### src/rtl/logic_accumulator_pkg.sv
// Shared operator encodings, FSM state type and fold identity for logic_accumulator.
package logic_accumulator_pkg;

  localparam logic [1:0] OP_AND  = 2'b00;
  localparam logic [1:0] OP_OR   = 2'b01;
  localparam logic [1:0] OP_XOR  = 2'b10;
  localparam logic [1:0] OP_NAND = 2'b11;

  localparam int unsigned IDENT_W = 1024;

  typedef enum logic [1:0] {
    IDLE,
    ACCUM,
    DONE
  } state_t;

  // Returns the fold seed for the first `width` bits; callers size-cast to their width.
  function automatic logic [IDENT_W-1:0] identity(input logic [1:0] op, input int unsigned width);
    logic [IDENT_W-1:0] r;
    r = '0;
    if (op == OP_AND || op == OP_NAND) begin
      for (int unsigned i = 0; i < IDENT_W; i++) begin
        if (i < width) r[i] = 1'b1;
      end
    end
    return r;
  endfunction

endpackage

### src/rtl/logic_accumulator_bitwise_op.sv
// Combinational two-operand bitwise operator used for one fold step.
module bitwise_op
  import logic_accumulator_pkg::*;
#(
  parameter int WIDTH = 32
) (
  input  logic [WIDTH-1:0] a,
  input  logic [WIDTH-1:0] b,
  input  logic [1:0]       op,
  output logic [WIDTH-1:0] y
);

  // NAND folds as AND; the inversion is applied once on the final result.
  always_comb begin
    y = a & b;
    case (op)
      OP_OR:   y = a | b;
      OP_XOR:  y = a ^ b;
      default: y = a & b;
    endcase
  end

endmodule

### src/rtl/logic_accumulator.sv
// Multi-cycle bitwise reduction of a burst of words, result on a valid/ready port.
//   state | meaning
//   IDLE  | waiting for start, no handshakes
//   ACCUM | accepting burst words, one per cycle
//   DONE  | result held on out_data until out_ready
module logic_accumulator
  import logic_accumulator_pkg::*;
#(
  parameter  int WIDTH   = 32,
  parameter  int MAX_LEN = 16,
  localparam int CW      = $clog2(MAX_LEN + 1)
) (
  input  logic             clk,
  input  logic             rst,
  input  logic             start,
  input  logic [1:0]       op,
  input  logic [CW-1:0]    len,
  input  logic             in_valid,
  output logic             in_ready,
  input  logic [WIDTH-1:0] in_data,
  output logic             out_valid,
  input  logic             out_ready,
  output logic [WIDTH-1:0] out_data,
  output logic             busy
);

  state_t           state;
  logic [1:0]       op_q;
  logic [CW-1:0]    len_q;
  logic [CW-1:0]    cnt_q;
  logic [WIDTH-1:0] acc_q;
  logic [WIDTH-1:0] acc_nxt;
  logic [WIDTH-1:0] fin;
  logic [WIDTH-1:0] ident;
  logic [WIDTH-1:0] out_q;
  logic [CW-1:0]    len_eff;
  logic             beat;
  logic             last;

  bitwise_op #(.WIDTH(WIDTH)) u_op (
    .a  (acc_q),
    .b  (in_data),
    .op (op_q),
    .y  (acc_nxt)
  );

  assign ident   = WIDTH'(identity(op, WIDTH));
  assign len_eff = (len > CW'(MAX_LEN)) ? CW'(MAX_LEN) : len;
  assign beat    = in_valid & in_ready;
  assign last    = beat && (cnt_q == len_q - CW'(1));
  assign fin     = (op_q == OP_NAND) ? ~acc_nxt : acc_nxt;

  always_ff @(posedge clk or posedge rst) begin
    if (rst) begin
      state <= IDLE;
      op_q  <= '0;
      len_q <= '0;
      cnt_q <= '0;
      acc_q <= '0;
      out_q <= '0;
    end else begin
      case (state)
        IDLE: begin
          if (start) begin
            op_q  <= op;
            len_q <= len_eff;
            cnt_q <= '0;
            acc_q <= ident;
            if (len_eff == '0) begin
              out_q <= (op == OP_NAND) ? ~ident : ident;
              state <= DONE;
            end else begin
              state <= ACCUM;
            end
          end
        end
        ACCUM: begin
          if (beat) begin
            acc_q <= acc_nxt;
            cnt_q <= cnt_q + CW'(1);
            if (last) begin
              out_q <= fin;
              state <= DONE;
            end
          end
        end
        DONE: begin
          if (out_ready) begin
            out_q <= '0;
            state <= IDLE;
          end
        end
        default: state <= IDLE;
      endcase
    end
  end

  assign in_ready  = (state == ACCUM);
  assign out_valid = (state == DONE);
  assign busy      = (state != IDLE);
  assign out_data  = out_q;

endmodule
### config.mk
export PLATFORM = sky130hd
export DESIGN_NAME = logic_accumulator
export DESIGN_NICKNAME = d
export VERILOG_FILES = /design/src/rtl/logic_accumulator_pkg.sv /design/src/rtl/logic_accumulator_bitwise_op.sv /design/src/rtl/logic_accumulator.sv
export SDC_FILE = /design/constraint.sdc
export NUM_CORES = 1
export LEC_CHECK = 0
export ABC_CLOCK_PERIOD_IN_PS = 2600
export CORE_MARGIN = 2
export CORE_UTILIZATION = 30
export CTS_CLUSTER_SIZE = 28
export DETAILED_ROUTE_END_ITERATION = 8
export PLACE_DENSITY_LB_ADDON = 0.15
export SYNTH_ARGS = -nofsm -noshare
export SYNTH_HDL_FRONTEND = slang
export SYNTH_SLANG_ARGS = --single-unit
### constraint.sdc
create_clock -name clk -period 2.6 [get_ports clk]
set_input_delay 0.26 -clock clk [delete_from_list [all_inputs] [get_ports clk]]
set_output_delay 0.26 -clock clk [all_outputs]
set_load 0.05 [all_outputs]
==> reports/metrics.yaml, run 1 <==
outcome:
  status: "complete, no violations"
sta:
  fin_crit_ns: 2.385
  final_max_slew_viol_count: 0
  fmax_ghz: 0.4193
  hold_ws_ns: 0.1878
  fin_skew_ns: 0.002851
  rsz0062_at_grt: "no"
  tightest_slew_ns: 0.5147
  slew_headroom_pct: 65.58
  setup_viol: 0
  period_share_pct: 91.73
  finalHoldViolations: 0
yosys:
  syn_nets: 748
  synth_edf_count: 0
  synthCells: 631
  yosys-top-cells-count: "108 x inv_1, 78 x dfrtp_1, 74 x nand2_1, 73 x ha_1, 42 x o21ai_0"
  synth_top_area_share_pct: 35.85
  yosys-top-cells-area: "dfrtp_1 36%, ha_1 17%, inv_1 7.4%, mux2i_1 5.9%, nand2_1 5.1%"
  yosys.cell_count.top_type: "inv_1"
  synth-seq-cells: 78
  avgSynthCellArea_um2: 8.628
  syn_area_um2: 5444
  yosys_warnings: 0
  yosysUniqueCellTypes: 35
  synth_top_area_cell: "dfrtp_1"
  synth_flop_cell: "dfrtp_1"
  ys_seq_area_share_pct: 35.85
  synthArstFlopShare_pct: 100.0
power:
  p_seq_share_pct: 24.3
  pwr-share-clk_pct: 13.4
  powerDensity_nw_per_um2: 1368
  total_power_mw: 9.378
  p_leak_nw: 3.241
  switching_share_pct: 48.66
  p_sw_mw: 4.563
  internal_power_mw: 4.815
  comb_power_share_pct: 62.3
  peakVddDrop_mv: 0.6892
grt:
  overflow: 0
  grt_use_total_pct: 15.43
  antenna_found_initial: 0
  grt_pass1_vias: 4523
  grt_pass1_wl_um: 23860
  grt_max_degree: 43
clocking:
  post_cts_buffers: 0
  clk_latency_ns: 0.34
  cts_root_buffer: "clkbuf_16"
  ctsLongestPathBuffers: 2
  path_clk_slew_ns: 0.06
  cts.repair.resized: 0
  hold_buffers: 0
  cts_sinks: 78
  cts_max_level: 3
  cts-buffers-inserted: 9
  cts_tree: "done"
floorplan:
  initial_core_util_pct: 30.41
  die_y_um: 138.7
  die_w_um: 138.7
  rows: 49
  dieArea_um2: 19240
  io_pins: 79
  design.core.area_um2: 17900
critical_path:
  cp.arrival_ns: 2.62
  required_ns: 2.83
  reg2reg_depth: 8
  cp-start-kind: "flop"
  cp_max_fo: 17
  rr_endpoint: "out_data[29]$_DFFE_PP0P_"
  r2r_start: "len_q[0]$_DFFE_PP0P_"
  r2r_setup_slack_ns: 0.21
  end_kind: "flop"
  timing_worst_setup_path_type: "flop to flop"
placed_design:
  port_buffers: 78
  gp_congestion: 0.7666
  place_hpwl_um: 9930
final_layout:
  area_growth_syn_to_layout_pct: 25.88
  n_antenna_cell: 0
  nets: 817
  drive_above_1_share_pct: 6.525
flow_run:
  cap_violations: 0
drt:
  viasPerCell: 4.752
  antenna_left: 0
  detail_route.wirelength_um: 14340
  dr.pass1.iters: 5
  post_drt_wl_per_cell_um: 15.35
  vias: 4438
  drc: 0
  drt_iter0_markers: 124
hold_path:
  hp-class: "input pin to asynchronous set/reset pin"
[area by class of cell]
cell class / count / area [um2]
flip-flops and latches: 78 / 1952
well taps: 229 / 286.5
inverters: 108 / 406.6
clock inverters: 6 / 62.56
repair buffers: 97 / 970.9
clock buffers: 10 / 229.0
multi-input cells: 406 / 2945
fillers: 1802 / 11050
[cells by family after synthesis]
kind of cell             count (synthesis)  share of synthesized area [%]
adder cells (fa/ha/maj)                 73                          16.78
AO/OA/AOI/OAI                          150                          17.97
buffers and inverters                  147                          10.64
XOR/XNOR                                 9                          1.448
multiplexers                            34                          6.297
AND/OR/NAND/NOR                        140                          11.01
flip-flops                              78                          35.85
[state kept, by name, summed over array words and instances, names as in the netlist]
signal,cells
acc_q,32
out_data,32
cnt_q,5
len_q,5
op_q,2
state,2
[worst max-delay path by stage]
| stage | to | depth (start not counted) | startpoint |
|---|---|---|---|
| after floorplan | acc_q[0]$_DFFE_PP0P_ | 8 | state[1]$_DFFE_PP0P_ |
| after global placement | out_data[29]$_DFFE_PP0P_ | 7 | len[0] |
| after detailed placement | out_data[29]$_DFFE_PP0P_ | 7 | len[0] |
| after CTS | out_data[29]$_DFFE_PP0P_ | 8 | len_q[0]$_DFFE_PP0P_ |
| after global routing | out_data[29]$_DFFE_PP0P_ | 8 | len_q[0]$_DFFE_PP0P_ |
| final | out_data[29]$_DFFE_PP0P_ | 8 | len_q[0]$_DFFE_PP0P_ |
[routing by layer]
metal / share of wire [%] / global-route usage [%] / up-vias / wire length, um
met5: 0 / 0 / - / 0
met4: 1.2 / 4.625 / 0 / 178
met2: 47 / 25.82 / 82 / 6804
li1: - / - / 2229 / -
met1: 47 / 20.43 / 2113 / 6776
met3: 4.0 / 2.831 / 14 / 578
[placed cells by master, fill, tap and decap left out, drive strengths merged, types with 3 or more instances in the layout]
cell,Yosys,final
xnor2,3,3
a21oi,35,35
clkinvlp,0,3
buf,7,20
mux2i,32,32
o21a,3,3
clkinv,0,3
inv,108,107
o21ai,42,42
xor2,6,6
nand2,74,74
ha,73,73
a22oi,33,33
o22a,32,32
dfrtp,78,78
clkdlybuf4s50,0,77
clkbuf,32,10
nor2,41,41
nor3,5,5
nand2b,3,3
nand3,5,5
[critical path, stage by stage, from the launching register on]
cell     delay [ns]
dfrtp_1        0.40
inv_1          0.06
ha_1           0.30
xor2_1         0.15
nand3_1        0.09
o21a_1         0.25
or4_1          0.58
buf_4          0.23
o22a_2         0.23
[stage by stage]
| stage | TNS, ns | setup WS (ns) | cell area [um2] | utilization (%) | std cells |
|---|---|---|---|---|---|
| 5_1_grt | 0 | 0.08587 | 6853 | 38.28 | 934 |
| 3_3_place_gp | 0 | 0.03846 | 6561 | 36.65 | 918 |
| 4_1_cts | 0 | 0.1972 | 6853 | 38.28 | 934 |
| 2_1_floorplan | 0 | 0.3049 | 5444 | - | 631 |
| 6_report | 0 | 0.2150 | 6853 | 38.28 | 934 |
| 3_5_place_dp | -0.01525 | -0.01525 | 6561 | 36.65 | 918 |
[power groups by stage]
stage,combinational [mW],sequential [mW],clock (mW)
after global placement,5.78,2.28,0
after global routing,6.48,2.35,1.35
after CTS,5.94,2.29,1.30
after floorplan,3.35,3.01,0
final,5.84,2.28,1.26
after detailed placement,5.92,2.30,0
Power figures use the tool's default switching activity.
==> inputs of run 2 (changes only) <==
--- a/config.mk
+++ b/config.mk
@@ -10,6 +10,7 @@
 export CORE_UTILIZATION = 30
 export CTS_CLUSTER_SIZE = 28
 export DETAILED_ROUTE_END_ITERATION = 8
+export DONT_BUFFER_PORTS = 1
 export PLACE_DENSITY_LB_ADDON = 0.15
 export SYNTH_ARGS = -nofsm -noshare
 export SYNTH_HDL_FRONTEND = slang
==> reports/metrics.yaml, run 2 (synthesis results as in run 1) <==
power:
  p_leak_nw: 2.982  # -8.0%
  peakVddDrop_mv: 0.6708  # -2.7%
  total_power_mw: 9.127  # -2.7%
  powerDensity_nw_per_um2: 1485  # +8.5%
clocking:
  clk_latency_ns: 0.35  # about the same
  cts_max_level: 3  # unchanged
  cts_tree: "done"
  hold_buffers: 1  # +1
  post_cts_buffers: 0  # unchanged
  cts_root_buffer: "clkbuf_16"
  path_clk_slew_ns: 0.06  # about the same
  ctsLongestPathBuffers: 2  # unchanged
  cts-buffers-inserted: 9  # unchanged
  cts_sinks: 78  # unchanged
  cts.repair.resized: 0  # unchanged
drt:
  viasPerCell: 4.888  # +2.9%
  dr.pass1.iters: 4  # -1
  antenna_left: 0  # unchanged
  drt_iter0_markers: 254  # +100%
  detail_route.wirelength_um: 14730  # +2.7%
  drc: 0  # unchanged
  vias: 4194  # -5.5%
  post_drt_wl_per_cell_um: 17.17  # +12%
floorplan:
  dieArea_um2: 19240  # unchanged
  initial_core_util_pct: 30.41  # unchanged
  die_y_um: 138.7  # unchanged
  design.core.area_um2: 17900  # unchanged
  io_pins: 79  # unchanged
  die_w_um: 138.7  # unchanged
  rows: 49  # unchanged
critical_path:
  cp.arrival_ns: 2.63  # about the same
  required_ns: 2.84  # about the same
  crit_chain: "inv_1, ha_1, xor2_1, nand3_1, o21a_1, or4_1, buf_4, o22a_2"
  cp.buffers_inverters: 2  # unchanged
  cp_max_fo: 32  # +15
  reg2reg_depth: 8  # unchanged
  timing_worst_setup_path_type: "flop to flop"
  critical-path-max-stage-delay_ns: 0.52  # -0.06 ns
  end_kind: "flop"
  critical_path.top_delay_family: "simple AND/OR/NAND/NOR gates"
  cp-start-kind: "flop"
  cp_num_cells: 8  # unchanged
  critPathSlowestCell: "or4_1"
final_layout:
  final_common_cell: "inv_1"
  area_growth_syn_to_layout_pct: 12.89
  n_antenna_cell: 0  # unchanged
  final_cell_area_um2: 6146  # -10%
  nets: 741  # -9.3%
  drive_above_1_share_pct: 7.472  # +0.95 points
  final_util_pct: 34.33  # -3.9 points
  fill_cells: 1821  # +1.1%
  stdcell_count: 858  # -8.1%
  layout_common_cells: "107 x inv_1, 78 x dfrtp_1, 74 x nand2_1"
sta:
  finalHoldViolations: 0  # unchanged
  final.setup.worst_slack_ns: 0.2101  # -0.004874 ns
  period_share_pct: 91.92  # +0.19 points
  hold_ws_ns: 0.05870  # -0.1291 ns
  slew_headroom_pct: 64.68  # -0.90 points
  setup_viol: 0  # unchanged
  final_max_slew_viol_count: 0  # unchanged
  fin_skew_ns: 0.006235  # +0.003384 ns
  tns_ns: 0  # unchanged
  fin_crit_ns: 2.390  # +0.004874 ns
  rsz0062_at_grt: "no"
  tightest_slew_ns: 0.5298  # +0.01513 ns
  fmax_ghz: 0.4184  # -0.20%
hold_path:
  hold_path_depth: 2
  hp-class: "input pin to flop"
grt:
  overflow: 0  # unchanged
  grt_use_total_pct: 15.81  # +0.38 points
  grt_max_degree: 79  # +84%
  grt_pass1_vias: 4460  # -1.4%
  antenna_found_initial: 0  # unchanged
  grt_pass1_wl_um: 24020  # +0.66%
flow_run:
  cap_violations: 0  # unchanged
outcome:
  status: "complete, no violations"
placed_design:
  placed_cells: 841  # -8.4%
  place_hpwl_um: 9755  # -1.8%
  postPlaceCellArea_um2: 5791  # -12%
  gp_congestion: 0.8053  # +5.0%
  dpl_worst_slack_ns: 0.2012  # +0.2164 ns
  port_buffers: 0  # -100%
## run 2: final timing paths
check | startpoint | end | slack (ns)
worst min register to register | len_q[1]$_DFFE_PP0P_ | len_q[1]$_DFFE_PP0P_ | 0.51
worst max register to register | len_q[0]$_DFFE_PP0P_ | out_data[29]$_DFFE_PP0P_ | 0.21
min in group asynchronous | rst | out_data[25]$_DFFE_PP0P_ | 0.46
worst min-delay path | len[1] | len_q[1]$_DFFE_PP0P_ | 0.06
worst max-delay path | len_q[0]$_DFFE_PP0P_ | out_data[29]$_DFFE_PP0P_ | 0.21
max in group asynchronous | rst | out_data[6]$_DFFE_PP0P_ | 1.77
## run 2: routing by layer
metal / global-route usage (%) / part of all wire (%)
met1: 20.74 / 48
met2: 25.38 / 46
met3: 4.282 / 5.3
met4: 5.316 / 0.60
met5: 0 / 0
## run 2: report_power, final
group | total, mW | internal (mW) | switching [mW]
Clock | 1.49 | 0.944 | 0.550
Combinational | 4.50 | 1.81 | 2.68
Sequential | 3.14 | 1.79 | 1.34
Total | 9.13 | 4.55 | 4.58
## run 2: layout make-up
cell class / instances / area, um2 / share of cell area, %
clock buffers: 9 / 225.2 / 3.664
clock inverters: 7 / 120.1 / 1.954
inverters: 108 / 406.6 / 6.616
multi-input cells: 406 / 2945 / 47.92
flip-flops and latches: 78 / 1952 / 31.76
well taps: 229 / 286.5 / 4.662
repair buffers: 21 / 210.2 / 3.420
==> inputs of run 3 (changes only) <==
--- a/config.mk
+++ b/config.mk
@@ -5,9 +5,9 @@
 export SDC_FILE = /design/constraint.sdc
 export NUM_CORES = 1
 export LEC_CHECK = 0
-export ABC_CLOCK_PERIOD_IN_PS = 2600
 export CORE_MARGIN = 2
 export CORE_UTILIZATION = 30
+export CTS_CLUSTER_DIAMETER = 120
 export CTS_CLUSTER_SIZE = 28
 export DETAILED_ROUTE_END_ITERATION = 8
 export DONT_BUFFER_PORTS = 1
==> results of run 3 <==
No change in the layout: final DEF, timing and power equal those of run 2.
